$ cat src/rtl/note_sequencer_pkg.sv
// Shared types and constants for the note sequencer and its sample tick.
package note_sequencer_pkg;

  typedef enum logic [1:0] {
    ST_IDLE = 2'd0,
    ST_LOAD = 2'd1,
    ST_PLAY = 2'd2,
    ST_GAP  = 2'd3
  } seq_state_t;

  localparam int FCW_W = 24;
  localparam int LEN_W = 16;
  localparam int DEFAULT_CYCLES_PER_SAMPLE = 2500;

endpackage

$ cat src/rtl/note_sequencer_sample_tick_gen.sv
// Free-running audio sample strobe: one-cycle pulse every CYCLES_PER_SAMPLE clocks.
// The counter value CYCLES_PER_SAMPLE-1 is the strobe cycle, so the first pulse
// after reset lands on cycle CYCLES_PER_SAMPLE.
module sample_tick_gen
  import note_sequencer_pkg::*;
#(
  parameter int CYCLES_PER_SAMPLE = DEFAULT_CYCLES_PER_SAMPLE
) (
  input  logic clk,
  input  logic rst,
  output logic next_sample
);

  localparam int CNT_W = $clog2(CYCLES_PER_SAMPLE);
  localparam logic [CNT_W-1:0] CNT_LAST     = CNT_W'(CYCLES_PER_SAMPLE - 1);
  localparam logic [CNT_W-1:0] CNT_PRE_LAST = CNT_W'(CYCLES_PER_SAMPLE - 2);

  logic [CNT_W-1:0] cnt_reg;
  logic             strobe_reg;

  // Count samples and register the strobe one cycle ahead so it coincides with CNT_LAST.
  always_ff @(posedge clk) begin
    if (rst) begin
      cnt_reg    <= '0;
      strobe_reg <= 1'b0;
    end else begin
      cnt_reg    <= (cnt_reg == CNT_LAST) ? '0 : cnt_reg + 1'b1;
      strobe_reg <= (cnt_reg == CNT_PRE_LAST);
    end
  end

  assign next_sample = strobe_reg;

endmodule

$ cat src/rtl/note_sequencer.sv
// Note sequencer: walks a programmable {fcw, length} table, feeding an NCO with
// frequency words, a sample strobe and a phase reset, with optional silent gaps.
module note_sequencer
  import note_sequencer_pkg::*;
#(
  parameter int CYCLES_PER_SAMPLE = DEFAULT_CYCLES_PER_SAMPLE,
  parameter int DEPTH             = 16,
  parameter int ADDR_W            = 4,
  parameter int GAP_SAMPLES       = 500,
  parameter int LOOP              = 1
) (
  input  logic              clk,
  input  logic              rst,
  input  logic              play,
  input  logic              stop,
  input  logic              cfg_we,
  input  logic [ADDR_W-1:0] cfg_addr,
  input  logic [FCW_W-1:0]  cfg_fcw,
  input  logic [LEN_W-1:0]  cfg_len,
  output logic [FCW_W-1:0]  fcw,
  output logic              next_sample,
  output logic              nco_rst,
  output logic              busy,
  output logic              done,
  output logic [ADDR_W-1:0] note_idx
);

  localparam logic [ADDR_W-1:0] LAST_IDX  = ADDR_W'(DEPTH - 1);
  localparam logic [LEN_W-1:0]  GAP_LEN   = LEN_W'(GAP_SAMPLES);
  localparam logic [LEN_W-1:0]  LEN_ONE   = LEN_W'(1);

  logic [FCW_W-1:0] fcw_mem [DEPTH];
  logic [LEN_W-1:0] len_mem [DEPTH];

  seq_state_t       state_reg;
  logic [FCW_W-1:0] fcw_reg;
  logic             nco_rst_reg;
  logic             done_reg;
  logic [ADDR_W-1:0] note_idx_reg;
  logic [LEN_W-1:0] cnt_reg;

  logic             tick;
  logic [FCW_W-1:0] entry_fcw;
  logic [LEN_W-1:0] entry_len;
  logic             adv_end;
  logic [ADDR_W-1:0] adv_idx;

  sample_tick_gen #(
    .CYCLES_PER_SAMPLE(CYCLES_PER_SAMPLE)
  ) u_tick (
    .clk        (clk),
    .rst        (rst),
    .next_sample(tick)
  );

  // Table write port; contents survive reset so a replay after rst needs no reprogramming.
  always_ff @(posedge clk) begin
    if (cfg_we) begin
      fcw_mem[cfg_addr] <= cfg_fcw;
      len_mem[cfg_addr] <= cfg_len;
    end
  end

  // Entry lookup is sampled only in LOAD, so edits to the playing entry wait for its next LOAD.
  assign entry_fcw = fcw_mem[note_idx_reg];
  assign entry_len = len_mem[note_idx_reg];

  // Next index after a note finishes, and whether that finish ends a one-shot sequence.
  assign adv_end = (note_idx_reg == LAST_IDX) && (LOOP == 0);
  assign adv_idx = (note_idx_reg == LAST_IDX) ? '0 : note_idx_reg + 1'b1;

  // Playback state machine; stop from any active state takes priority over everything else.
  always_ff @(posedge clk) begin
    if (rst) begin
      state_reg    <= ST_IDLE;
      fcw_reg      <= '0;
      nco_rst_reg  <= 1'b0;
      done_reg     <= 1'b0;
      note_idx_reg <= '0;
      cnt_reg      <= '0;
    end else begin
      nco_rst_reg <= 1'b0;
      done_reg    <= 1'b0;
      if (stop && (state_reg != ST_IDLE)) begin
        state_reg <= ST_IDLE;
        fcw_reg   <= '0;
        done_reg  <= 1'b1;
      end else begin
        case (state_reg)
          ST_IDLE: begin
            fcw_reg <= '0;
            if (play && !stop) begin
              note_idx_reg <= '0;
              nco_rst_reg  <= 1'b1;
              state_reg    <= ST_LOAD;
            end
          end
          ST_LOAD: begin
            if (entry_len == '0) begin
              if ((note_idx_reg == '0) || (LOOP == 0)) begin
                state_reg <= ST_IDLE;
                fcw_reg   <= '0;
                done_reg  <= 1'b1;
              end else begin
                note_idx_reg <= '0;
              end
            end else begin
              fcw_reg   <= entry_fcw;
              cnt_reg   <= entry_len;
              state_reg <= ST_PLAY;
            end
          end
          ST_PLAY: begin
            if (tick) begin
              if (cnt_reg == LEN_ONE) begin
                if (GAP_SAMPLES > 0) begin
                  fcw_reg   <= '0;
                  cnt_reg   <= GAP_LEN;
                  state_reg <= ST_GAP;
                end else if (adv_end) begin
                  fcw_reg   <= '0;
                  done_reg  <= 1'b1;
                  state_reg <= ST_IDLE;
                end else begin
                  note_idx_reg <= adv_idx;
                  state_reg    <= ST_LOAD;
                end
              end else begin
                cnt_reg <= cnt_reg - 1'b1;
              end
            end
          end
          ST_GAP: begin
            fcw_reg <= '0;
            if (tick) begin
              if (cnt_reg == LEN_ONE) begin
                if (adv_end) begin
                  done_reg  <= 1'b1;
                  state_reg <= ST_IDLE;
                end else begin
                  note_idx_reg <= adv_idx;
                  state_reg    <= ST_LOAD;
                end
              end else begin
                cnt_reg <= cnt_reg - 1'b1;
              end
            end
          end
          default: state_reg <= ST_IDLE;
        endcase
      end
    end
  end

  assign fcw         = fcw_reg;
  assign next_sample = tick;
  assign nco_rst     = nco_rst_reg;
  assign busy        = (state_reg != ST_IDLE);
  assign done        = done_reg;
  assign note_idx    = note_idx_reg;

endmodule

$ cat config.mk
export PLATFORM = sky130hd
export DESIGN_NAME = note_sequencer
export DESIGN_NICKNAME = d
export VERILOG_FILES = /design/src/rtl/note_sequencer_pkg.sv /design/src/rtl/note_sequencer_sample_tick_gen.sv /design/src/rtl/note_sequencer.sv
export SDC_FILE = /design/constraint.sdc
export NUM_CORES = 1
export LEC_CHECK = 0
export BUFFER_PORTS_ARGS = -buffer_cell sky130_fd_sc_hd__buf_2
export CAP_MARGIN = 20
export CORE_ASPECT_RATIO = 0.7
export CORE_MARGIN = 3
export CORE_UTILIZATION = 25
export DETAILED_ROUTE_END_ITERATION = 6
export PLACE_DENSITY = 0.4
export SETUP_SLACK_MARGIN = 0.15
export SKIP_LAST_GASP = 1
export SYNTH_ARGS = -nofsm -noshare
export SYNTH_HDL_FRONTEND = slang
export SYNTH_HIERARCHICAL = 1
export SYNTH_SLANG_ARGS = --single-unit
$ cat constraint.sdc
create_clock -name clk -period 6.5 [get_ports clk]
set_input_delay 0.65 -clock clk [delete_from_list [all_inputs] [get_ports clk]]
set_output_delay 0.65 -clock clk [all_outputs]
set_load 0.03 [all_outputs]
# Word level (Yosys, flattened, before mapping)

Memories as Yosys holds them, arrays and structs flattened. A register that Yosys moved wholly into a read port is not among the register bits.
Index checks and enable logic that the tools add are counted.

Bits in read-only memories: 0
Logic and storage cells: 86
Latch bits: 0
Output and inout port bits: 32
Bits in registers: 61
RAM bits: 640
Memories: 2

Memory list:

| memory  | depth | width | read ports | clocked after memory_dff | wr ports | line                 | RTL |
|---|---|---|---|---|---|---|---|
| fcw_mem | 16    | 24    | 1          | 1                        | 1        | note_sequencer.sv:32 | `logic [FCW_W-1:0] fcw_mem [DEPTH];` |
| len_mem | 16    | 16    | 1          | 1                        | 1        | note_sequencer.sv:33 | `logic [LEN_W-1:0] len_mem [DEPTH];` |

Divide/modulo/power cells: 0
Multipliers: 0
$add $sub $neg: 3
Mux-type cells: 37
Reductions and logical operators: 16
Order comparisons: 0
Bitwise logic cells: 3
Shifts and indexed selects: 0
Equality and inequality tests: 17

Operators by type and width:

| operator              | number |
|---|---|
| $mux 24               | 4 |
| $mux 16               | 5 |
| $pmux 24 s3           | 1 |
| $pmux 16 s3           | 1 |
| $mux 4                | 10 |
| $eq 12x12->1 const B  | 2 |
| $eq 16x1->1 const B   | 1 |
| $logic_not 16->1      | 1 |
| $sub 16x1->16 const B | 1 |
| $mux 2                | 7 |
| $ne 2x2->1 const B    | 7 |
| $add 12x1->12 const B | 1 |
| $pmux 4 s3            | 1 |
| $reduce_and 6->1      | 2 |
| $pmux 2 s4            | 1 |
| $mux 1                | 7 |
| $reduce_and 7->1      | 1 |
| $reduce_or 2->1       | 3 |
| $add 4x1->4 const B   | 1 |
| $eq 2x2->1 const B    | 2 |
| $eq 4x4->1 const B    | 1 |
| $logic_not 4->1       | 1 |
| $ne 2x1->1 const B    | 2 |
| $ne 3x3->1 const B    | 1 |
| other kinds (9)       | 12 |

# Longest topological paths before layout

Gate-level depths: netlist of run 1.

Depth after elaboration: 7
Depth in mapped cells: 13
Mapped depth without buffers: 8

# Modules after synthesis

The synthesis of run 1 kept the hierarchy.

Modules (own cells, without submodules):

| module          | instances | area each (um2) | cells an instance |
|---|---|---|---|
| note_sequencer  | 1         | 27111.0         | 1335 |
| sample_tick_gen | 1         | 595.6           | 62 |

# Worst setup path before layout of run 1

No wires, ideal clock.

Path kind: in2reg
From: in cfg_addr[3]
To: mem fcw_mem[0][0] (enable)
Stages: 2
Required time: 6.013 ns
Arrival: 3.905 ns
Slack: 2.108 ns
Path through: or3b_2 -> nor3_1

RTL lines:

| what        | line                 | RTL |
|---|---|---|
| from (decl) | note_sequencer.sv:17 | `input logic [ADDR_W-1:0] cfg_addr,` |
| to (decl)   | note_sequencer.sv:32 |  |

Straight into the memory's write port.

==> run_results.csv, run 1 <==
group,metric,value,unit
sta,finalMaxSlewViolations,0,
route,wl_per_cell,25.4,um
global_route,grt_max_degree,47,
sta,max_freq,223,MHz
route,drcViolationCount,0,
worst_hold_path,holdPathStages,1,
setup_path,reg2reg_slack,2.01,ns
clock_network,cts_max_level,3,
die,initial_core_util,25.4,%
sta,setup_violations,0,
sta,grt_setup_unrepaired,"false",
layout,largest_reg_flops,384,
global_route,use_met1,20.0,%
placed_design,port_buffers,80,
die,rows,101,
synthesis,synth_ff_type,"edfxtp_1",
global_route,grt_pass1_wl,110000,um
layout,finalNetCount,1569,
clock_network,ctsHoldBuffers,0,
synthesis,syn_avg_cell_area,19.8,sq um
clock_network,cts_sinks,705,
global_route,gr-usage-all-layers,13.3,%
layout,fillCellCount,10700,
layout,drive_above_1_share,28.4,%
die,dieHeight,285,um
placed_design,hpwl,41200,um
layout,areaGrowthSynthToFinish,16.7,%
synthesis,synth_fp_nets,1457,
status,status,"completed",
pwr,power_density,312,mW/mm^2
route,ant_nets,0,
synthesis,synth_cell_types,65,
setup_path,crit_path_start_kind,"register",
worst_hold_path,hold_path_end,"fcw_mem[3][8]",
sta,hold_viol_final,0,
sta,tns,0,ns
worst_hold_path,min_from,"cfg_fcw[8]",
setup_path,worstPathArrival,5.00,ns
setup_path,critical_path.max_fanout,41,
synthesis,synth-edff-count,640,
worst_hold_path,hp-class,"in2reg",
synthesis,synth_async_sr_flop_share,0,%
die,die_area,0.115,sq mm
sta,period_share,69.0,%
pwr,p_leak,0.00980,uW
synthesis,synth-warning-count,6,
global_route,antenna_found_initial,8,
sta,relSlewSlack,23.5,%
route,num_vias,14100,
global_route,overflow,0,
clock_network,clock_latency,0.65,ns
placed_design,dpl_cell_area,0.0299,sq mm
die,pin_count,81,
route,drtIter0Drc,1234,
global_route,grt_pass1_vias,14800,
pwr,ir_worst_vdd,0.149,mV
pwr,p_clk_share,42.4,%
clock_network,postCtsResizedCells,0,
clock_network,cts_tree,"built",
setup_path,cp.required,7.01,ns
die,die_w,404,um
sta,whs,0.373,ns
clock_network,post-cts-setup-buffers,0,
run,maxCapViolations,0,
clock_network,clkTransAtPathRegs,0.06,ns
layout,final_area,0.0323,sq mm
global_route,grt_use_met2,19.7,%
synthesis,synth_area,0.0277,sq mm
pwr,p_int,7780,uW
synthesis,seq_area_frac_synth,74.1,%
die,core,0.109,sq mm
setup_path,endpoint_kind,"register",
pwr,netSwitchingFraction,23.0,%
sta,fin_crit,4.49,ns
clock_network,cts-root-to-sink-buffers,3,
synthesis,syn-instance-count,1397,
setup_path,worstSetupPathType,"reg2reg",
clock_network,cts_root_buf,"clkbuf_16",
clock_network,cts_buffers,72,
layout,post-route-util,29.6,%
route,drtPass1Iterations,5,
pwr,p_comb_share,6.8,%
synthesis,synth-seq-cells,705,
sta,worst_slew_pin_slew,1.14,ns
pwr,switching_power,2320,uW
pwr,power.share.sequential,50.8,%
global_route,grt_use_met3,2.99,%
sta,fin_worst_skew,0.0235,ns
placed_design,gp_congestion,0.741,
setup_path,r2r_cells,7,
global_route,top_usage_layer,"met1",
route,drt_wl_total,76600,um
route,vias_per_cell,4.68,
## layout make-up
cell class	count	area (sq um)	share of cell area, %
Sequential cell	705	20500	63.5
Clock inverter	39	469	1.45
Tap cell	1442	1800	5.58
Clock buffer	92	1940	6.00
Antenna cell	5	12.5	0.0387
Timing Repair Buffer	116	683	2.11
Multi-Input combinational cell	587	6780	21.0
Inverter	27	101	0.314
## power by group through the flow
stage                     logic, uW  clock network [uW]  registers (uW)
after floorplan                 391                   0            5250
after global placement          681                   0            5230
after detailed placement        687                   0            5230
after CTS                       690                4420            5130
after global routing            748                4610            5140
final                           685                4280            5130
## worst max-delay path, cell delays in order (launching register included)
cell and delay [ns]:
dfxtp_4 0.79, buf_4 0.48, mux4_1 0.60, mux4_2 0.51, nor4_2 0.35, and4_2 0.86
a21oi_2 0.31, mux2i_1 0.39
## per-stage QoR
stage	power, uW	cells	worst slack [ns]
after floorplan	5640	1397	2.11
after global placement	5910	2877	1.99
after detailed placement	5920	2877	1.98
after CTS	10200	3008	1.97
after global routing	10500	3009	1.74
final	10100	3013	2.01
## logic make-up after synthesis
group	count (synthesis)	share of synthesized area, %
DFF	705	74.1
and+or+nand+nor	230	4.21
muxes	195	15.4
AOI/OAI and AO/OA	133	3.36
buffers and inverters	105	1.90
xor gates and xnor gates	18	0.569
adders and majority gates	11	0.497
## how the worst max path moves through the flow
stage | from | endpoint | slack (ns) | cells after the start
final | register | register | 2.01 | 7
after global routing | register | register | 1.74 | 8
after CTS | register | register | 1.97 | 7
after detailed placement | register | register | 1.98 | 7
after global placement | register | register | 1.99 | 7
after floorplan | cfg_addr[3] | fcw_mem[0][0] | 2.11 | 2
## routing by layer
layer / share of wire, % / up-vias
met3: 4.8 / 100
met2: 44 / 332
met4: 1.7 / 0
li1: - / 6038
met1: 49 / 7638
met5: 0 / -
## Yosys cell counts, types with 4 or more instances
| library cell | instances | share of area (%) |
|---|---|---|
| nand3_1 | 35 | 0.63 |
| clkbuf_1 | 33 | 0.45 |
| xnor2_1 | 16 | 0.51 |
| nor3_1 | 13 | 0.23 |
| a211oi_1 | 20 | 0.54 |
| a22oi_1 | 29 | 0.79 |
| dfxtp_1 | 65 | 4.7 |
| buf_2 | 19 | 0.34 |
| inv_1 | 27 | 0.37 |
| mux4_2 | 182 | 15 |
| mux2i_1 | 10 | 0.36 |
| nand2_1 | 72 | 0.98 |
| a31oi_1 | 27 | 0.61 |
| edfxtp_1 | 640 | 69 |
| nor2b_1 | 6 | 0.14 |
| nand2b_1 | 5 | 0.11 |
| nor2_1 | 42 | 0.57 |
| a21oi_1 | 13 | 0.23 |
| nand3b_1 | 4 | 0.11 |
| nand4_1 | 27 | 0.61 |
| buf_1 | 13 | 0.18 |
| ha_1 | 11 | 0.50 |
| o21ai_0 | 16 | 0.29 |
| buf_6 | 6 | 0.24 |
| nor4_1 | 4 | 0.090 |
## cells in the final DEF (no fill, tap or decap), drive strengths merged, types with 9 or more instances in the layout
master | synthesis | routed
dfxtp | 65 | 65
edfxtp | 640 | 640
mux4 | 184 | 184
nor3 | 13 | 13
a31oi | 27 | 27
nand2 | 72 | 72
o21ai | 19 | 19
a211oi | 20 | 20
a21oi | 15 | 15
ha | 11 | 11
buf | 43 | 116
mux2i | 10 | 10
bufinv | 0 | 9
nor2 | 43 | 43
nand3 | 37 | 37
clkbuf | 35 | 92
nand4 | 27 | 27
a22oi | 29 | 29
inv | 27 | 32
xnor2 | 16 | 16
clkinv | 0 | 24
Note: power is estimated with default switching activity, not from simulation.
==> run 2, diff against run 1 <==
- clock period: 6.5 -> 4.6 ns (I/O delays scaled with it)
==> run 2 against run 1 <==
Effect of this change:
- routed wire length is 1.3% higher
- cell area rose by 0.36%
- non-clock buffer count is 14 higher
- critical path type unchanged
- largest cell class unchanged
- highest routed layer is now met5
==> run_results.csv, run 2 (same netlist as run 1, synthesis figures left out) <==
group,metric,value,unit
route,drcViolationCount,0,
worst_hold_path,holdPathStages,3,
clock_network,postCtsResizedCells,0,
global_route,gr-usage-all-layers,13.5,%
die,rows,101,
setup_path,cpMaxStageDelayCell,"and4_2",
die,pin_count,81,
placed_design,place_ws,0.749,ns
setup_path,worstPathArrival,4.39,ns
sta,worst_slew_pin_slew,1.04,ns
sta,finalWorstSetupSlack,0.703,ns
die,die_area,0.115,sq mm
placed_design,dpl_cell_area,0.0301,sq mm
layout,fillCellCount,10700,
layout,seqCellArea,0.0205,sq mm
layout,final_area,0.0324,sq mm
layout,multi_input_area,0.00678,sq mm
die,die_w,404,um
route,drtPass1Iterations,5,
pwr,finalPower,14200,uW
pwr,power_density,437,mW/mm^2
run,maxCapViolations,0,
route,num_vias,14200,
clock_network,cts_root_buf,"clkbuf_16",
setup_path,cp_top_family,"simple AND/OR/NAND/NOR gates",
status,status,"completed",
setup_path,max_stage_delay,0.68,ns
clock_network,cts_sinks,705,
route,drtIter0Drc,1414,
worst_hold_path,hold_path_end,"done",
setup_path,cp.required,5.09,ns
layout,final_common_cell,"edfxtp_1",
setup_path,critical_path.max_fanout,20,
pwr,p_leak,0.00986,uW
sta,relSlewSlack,30.3,%
clock_network,cts_max_level,3,
global_route,overflow,0,
sta,finalMaxSlewViolations,0,
sta,setup_violations,0,
clock_network,post-cts-setup-buffers,0,
sta,hold_viol_final,0,
clock_network,clock_latency,0.62,ns
route,wl_per_cell,25.6,um
pwr,ir_worst_vdd,0.271,mV
sta,fin_crit,3.90,ns
global_route,grt_pass1_vias,14700,
global_route,grt_max_degree,87,
clock_network,ctsHoldBuffers,0,
placed_design,port_buffers,80,
setup_path,reg2reg_slack,0.70,ns
route,ant_nets,0,
setup_path,worstSetupPathType,"reg2reg",
setup_path,crit_chain,"buf_4 -> mux4_2 -> a22oi_1 -> nand2_1 -> nor4_2 -> and4_2 -> buf_4 -> a2bb2oi_1 -> o31ai_1",
sta,max_freq,257,MHz
setup_path,endpoint_kind,"register",
die,core,0.109,sq mm
global_route,antenna_found_initial,8,
route,drt_wl_total,77500,um
clock_network,cts_tree,"built",
layout,drive_above_1_share,28.7,%
worst_hold_path,min_from,"stop",
worst_hold_path,hp-class,"in2reg",
clock_network,cts-root-to-sink-buffers,3,
layout,final_cell_mix,"640 x edfxtp_1, 182 x mux4_2, 80 x buf_2, 74 x clkbuf_16, 72 x nand2_1",
clock_network,cts_buffers,72,
sta,tns,0,ns
layout,largest_reg_flops,384,
sta,period_share,84.7,%
layout,areaGrowthSynthToFinish,17.1,%
setup_path,path_depth,9,
clock_network,clkTransAtPathRegs,0.06,ns
setup_path,r2r_end,"state_reg[1]",
layout,finalNetCount,1583,
setup_path,crit_path_start_kind,"register",
global_route,grt_pass1_wl,111000,um
placed_design,hpwl,43000,um
setup_path,r2r_cells,9,
placed_design,gp_congestion,0.735,
die,initial_core_util,25.4,%
setup_path,path_buf_inv,2,
setup_path,critPathMostFrequentCell,"buf_4",
route,vias_per_cell,4.70,
die,dieHeight,285,um
sta,fin_worst_skew,0.0205,ns
sta,grt_setup_unrepaired,"false",
-- run 2: changes by cell type in the layout (fill, tap and decap cells not counted), sizes merged --
cell	delta
diode	-3
clkinv	-3
inv	-3
bufinv	-1
buf	+14
clkbuf	+7
-- run 2: per-layer routing --
layer | wire (um) | vias to the layer above | track usage (%)
met5 | 13 | - | 0
met4 | 1280 | 2 | 2.76
met3 | 3810 | 101 | 2.79
met2 | 34300 | 357 | 19.9
met1 | 38200 | 7714 | 20.4
li1 | - | 6043 | -
-- run 2: report_power, final --
group	internal (uW)	switching (uW)	total (uW)
Clock	3480	2470	5950
Sequential	7160	80.5	7240
Combinational	326	675	1000
-- run 2: per-stage QoR --
step,instances,utilization (%),hold slack (ns)
after floorplan,1397,-,0.440
after global placement,2891,27.5,0.458
after detailed placement,2891,27.5,0.488
after CTS,3022,29.7,0.157
after global routing,3022,29.7,0.196
final,3024,29.7,0.211
-- run 2: worst reg2reg max path: cells and delay by family (launching register included) --
kind | cells | cell delay, ns
AO/OA/AOI/OAI | 3 | 0.59
flip-flops | 1 | 0.65
buffers and inverters | 2 | 0.65
AND/OR/NAND/NOR | 3 | 1.32
multiplexers | 1 | 0.55
-- run 2: how the worst max path moves through the flow --
stage | slack, ns | from | end
CTS | 0.71 | register | fcw[19]
finish | 0.70 | register | state_reg[1]
global route | 0.51 | register | fcw[14]
detailed placement | 0.75 | register | fcw[19]
floorplan | 0.40 | cfg_addr[3] | fcw_mem[0][0]
global placement | 0.77 | register | fcw[19]
-- run 2: area by class of cell --
class / count / share of cell area [%]
Timing Repair Buffer: 130 / 2.62
Sequential cell: 705 / 63.3
Multi-Input combinational cell: 587 / 20.9
Antenna cell: 2 / 0.0154
Clock inverter: 32 / 1.17
Inverter: 27 / 0.312
Tap cell: 1442 / 5.56
Clock buffer: 99 / 6.12
==> run 3, diff against run 2 <==
- clock period: 4.6 -> 3.9 ns (I/O delays scaled with it)
==> run 3 against run 2 <==
Effect of this change:
- combinational power grew 20%
- maximum frequency rose by 12%
- flip-flop and latch count stayed put
- first-iteration DRC count decreased by 4.1%
- clock-buffer cell count fell by 7
- sequential share of layout area down 0.41 points
- routed wire length is 2.4% higher
- core utilization is 0.19 points higher
- worst setup slack got worse by 0.29 ns
- cell area up 0.66%
- largest power group unchanged
==> run_results.csv, run 3 (same netlist as run 1, synthesis figures left out) <==
group,metric,value,unit
layout,areaGrowthSynthToFinish,17.9,%
placed_design,place_ws,0.327,ns
setup_path,r2r_cells,9,
sta,grt_setup_unrepaired,"false",
clock_network,post-cts-setup-buffers,0,
sta,max_freq,287,MHz
sta,period_share,89.5,%
setup_path,r2r_end,"state_reg[0]",
clock_network,ctsHoldBuffers,0,
route,drt_wl_total,79400,um
placed_design,port_buffers,80,
global_route,antenna_found_initial,9,
worst_hold_path,holdPathStages,1,
setup_path,max_stage_delay,0.65,ns
layout,finalNetCount,1591,
clock_network,cts_buffers,72,
route,num_vias,14300,
sta,worst_slew_pin_slew,0.959,ns
pwr,p_leak,0.00993,uW
route,drcViolationCount,0,
setup_path,endpoint_kind,"register",
setup_path,cpMaxStageDelayCell,"dfxtp_4",
layout,post-route-util,29.9,%
pwr,netSwitchingFraction,23.2,%
worst_hold_path,hp-class,"in2reg",
clock_network,cts_root_buf,"clkbuf_16",
pwr,p_comb_share,7.2,%
route,vias_per_cell,4.70,
clock_network,cts-root-to-sink-buffers,3,
sta,fin_worst_skew,0.0227,ns
layout,fin_cells,3034,
pwr,power_density,509,mW/mm^2
die,core,0.109,sq mm
global_route,grt_max_degree,65,
route,drtPass1Iterations,5,
sta,fin_crit,3.49,ns
layout,final_common_cell,"edfxtp_1",
route,ant_nets,0,
global_route,grt_pass1_vias,15000,
setup_path,cp.required,4.41,ns
pwr,switching_power,3860,uW
clock_network,cts_sinks,705,
global_route,overflow,0,
clock_network,postCtsResizedCells,0,
sta,tns,0,ns
clock_network,cts_max_level,3,
status,status,"completed",
setup_path,reg2reg_slack,0.41,ns
worst_hold_path,hold_path_end,"fcw_mem[4][9]",
placed_design,gp_congestion,0.750,
sta,relSlewSlack,35.8,%
pwr,finalPower,16600,uW
clock_network,cts_tree,"built",
pwr,p_clk_share,41.3,%
route,drtIter0Drc,1356,
pwr,ir_worst_vdd,0.270,mV
sta,hold_viol_final,0,
layout,drive_above_1_share,29.0,%
setup_path,worstPathArrival,4.00,ns
setup_path,crit_chain,"buf_4 -> mux4_2 -> a22oi_1 -> nand2_1 -> nor4_1 -> and4_2 -> buf_12 -> a21oi_2 -> mux2_4",
die,dieHeight,285,um
sta,finalMaxSlewViolations,0,
die,die_w,404,um
clock_network,clock_latency,0.63,ns
layout,largest_reg_flops,384,
sta,finalWorstSetupSlack,0.411,ns
die,rows,101,
global_route,gr-usage-all-layers,13.8,%
setup_path,critical_path.max_fanout,29,
die,die_area,0.115,sq mm
global_route,grt_pass1_wl,114000,um
setup_path,crit_path_start_kind,"register",
setup_path,worstSetupPathType,"reg2reg",
route,wl_per_cell,26.2,um
worst_hold_path,min_from,"cfg_fcw[9]",
placed_design,hpwl,43700,um
placed_design,place_inst,2899,
sta,setup_violations,0,
clock_network,clkTransAtPathRegs,0.06,ns
run,maxCapViolations,0,
pwr,power.share.sequential,51.5,%
die,initial_core_util,25.4,%
pwr,p_int,12800,uW
die,pin_count,81,
layout,final_cell_mix,"640 x edfxtp_1, 182 x mux4_2, 80 x buf_2, 73 x clkbuf_16, 72 x nand2_1",
## run 3: critical path, delay by kind of cell, from the launching register on
family	cells	cell delay (ns)
AOI/OAI and AO/OA	2	0.37
and+or+nand+nor	3	1.07
DFF	1	0.65
muxes	2	0.64
buffers and inverters	2	0.62
## run 3: power groups by stage
stage	clock network (uW)	registers (uW)	logic, uW
5_1_grt	7390	8560	1310
4_1_cts	7090	8550	1210
6_report	6860	8550	1200
2_1_floorplan	0	8750	651
3_3_place_gp	0	8700	1200
3_5_place_dp	0	8710	1210
## run 3: worst max path at each step
stage	cells after the start	slack, ns	end
global route	9	0.20	cnt_reg[7]
global placement	9	0.36	state_reg[0]
floorplan	2	0.86	fcw_mem[1][0]
detailed placement	9	0.33	state_reg[0]
finish	9	0.41	state_reg[0]
CTS	9	0.31	state_reg[0]
## run 3: layout make-up
cell class              instances  area, sq um
fillers                     10700        76500
clock inverters                40          388
diodes                          3         7.51
well taps                    1442         1800
flip-flops and latches        705        20500
inverters                      27          101
clock buffers                  92         1930
multi-input cells             587         6810
repair buffers                138         1090
## run 3: routing by layer
metal,up-vias,track usage [%],wire (um)
met5,-,0,0
met4,0,2.99,1410
met3,99,2.86,4400
met2,371,19.9,34300
met1,7719,21.2,39200
li1,6079,-,-
## run 3: metrics by stage
step | hold WS [ns] | area [sq um]
2_1_floorplan | 0.440 | 27700
3_3_place_gp | 0.464 | 30300
3_5_place_dp | 0.463 | 30300
5_1_grt | 0.119 | 32600
4_1_cts | 0.0841 | 32600
6_report | 0.133 | 32700
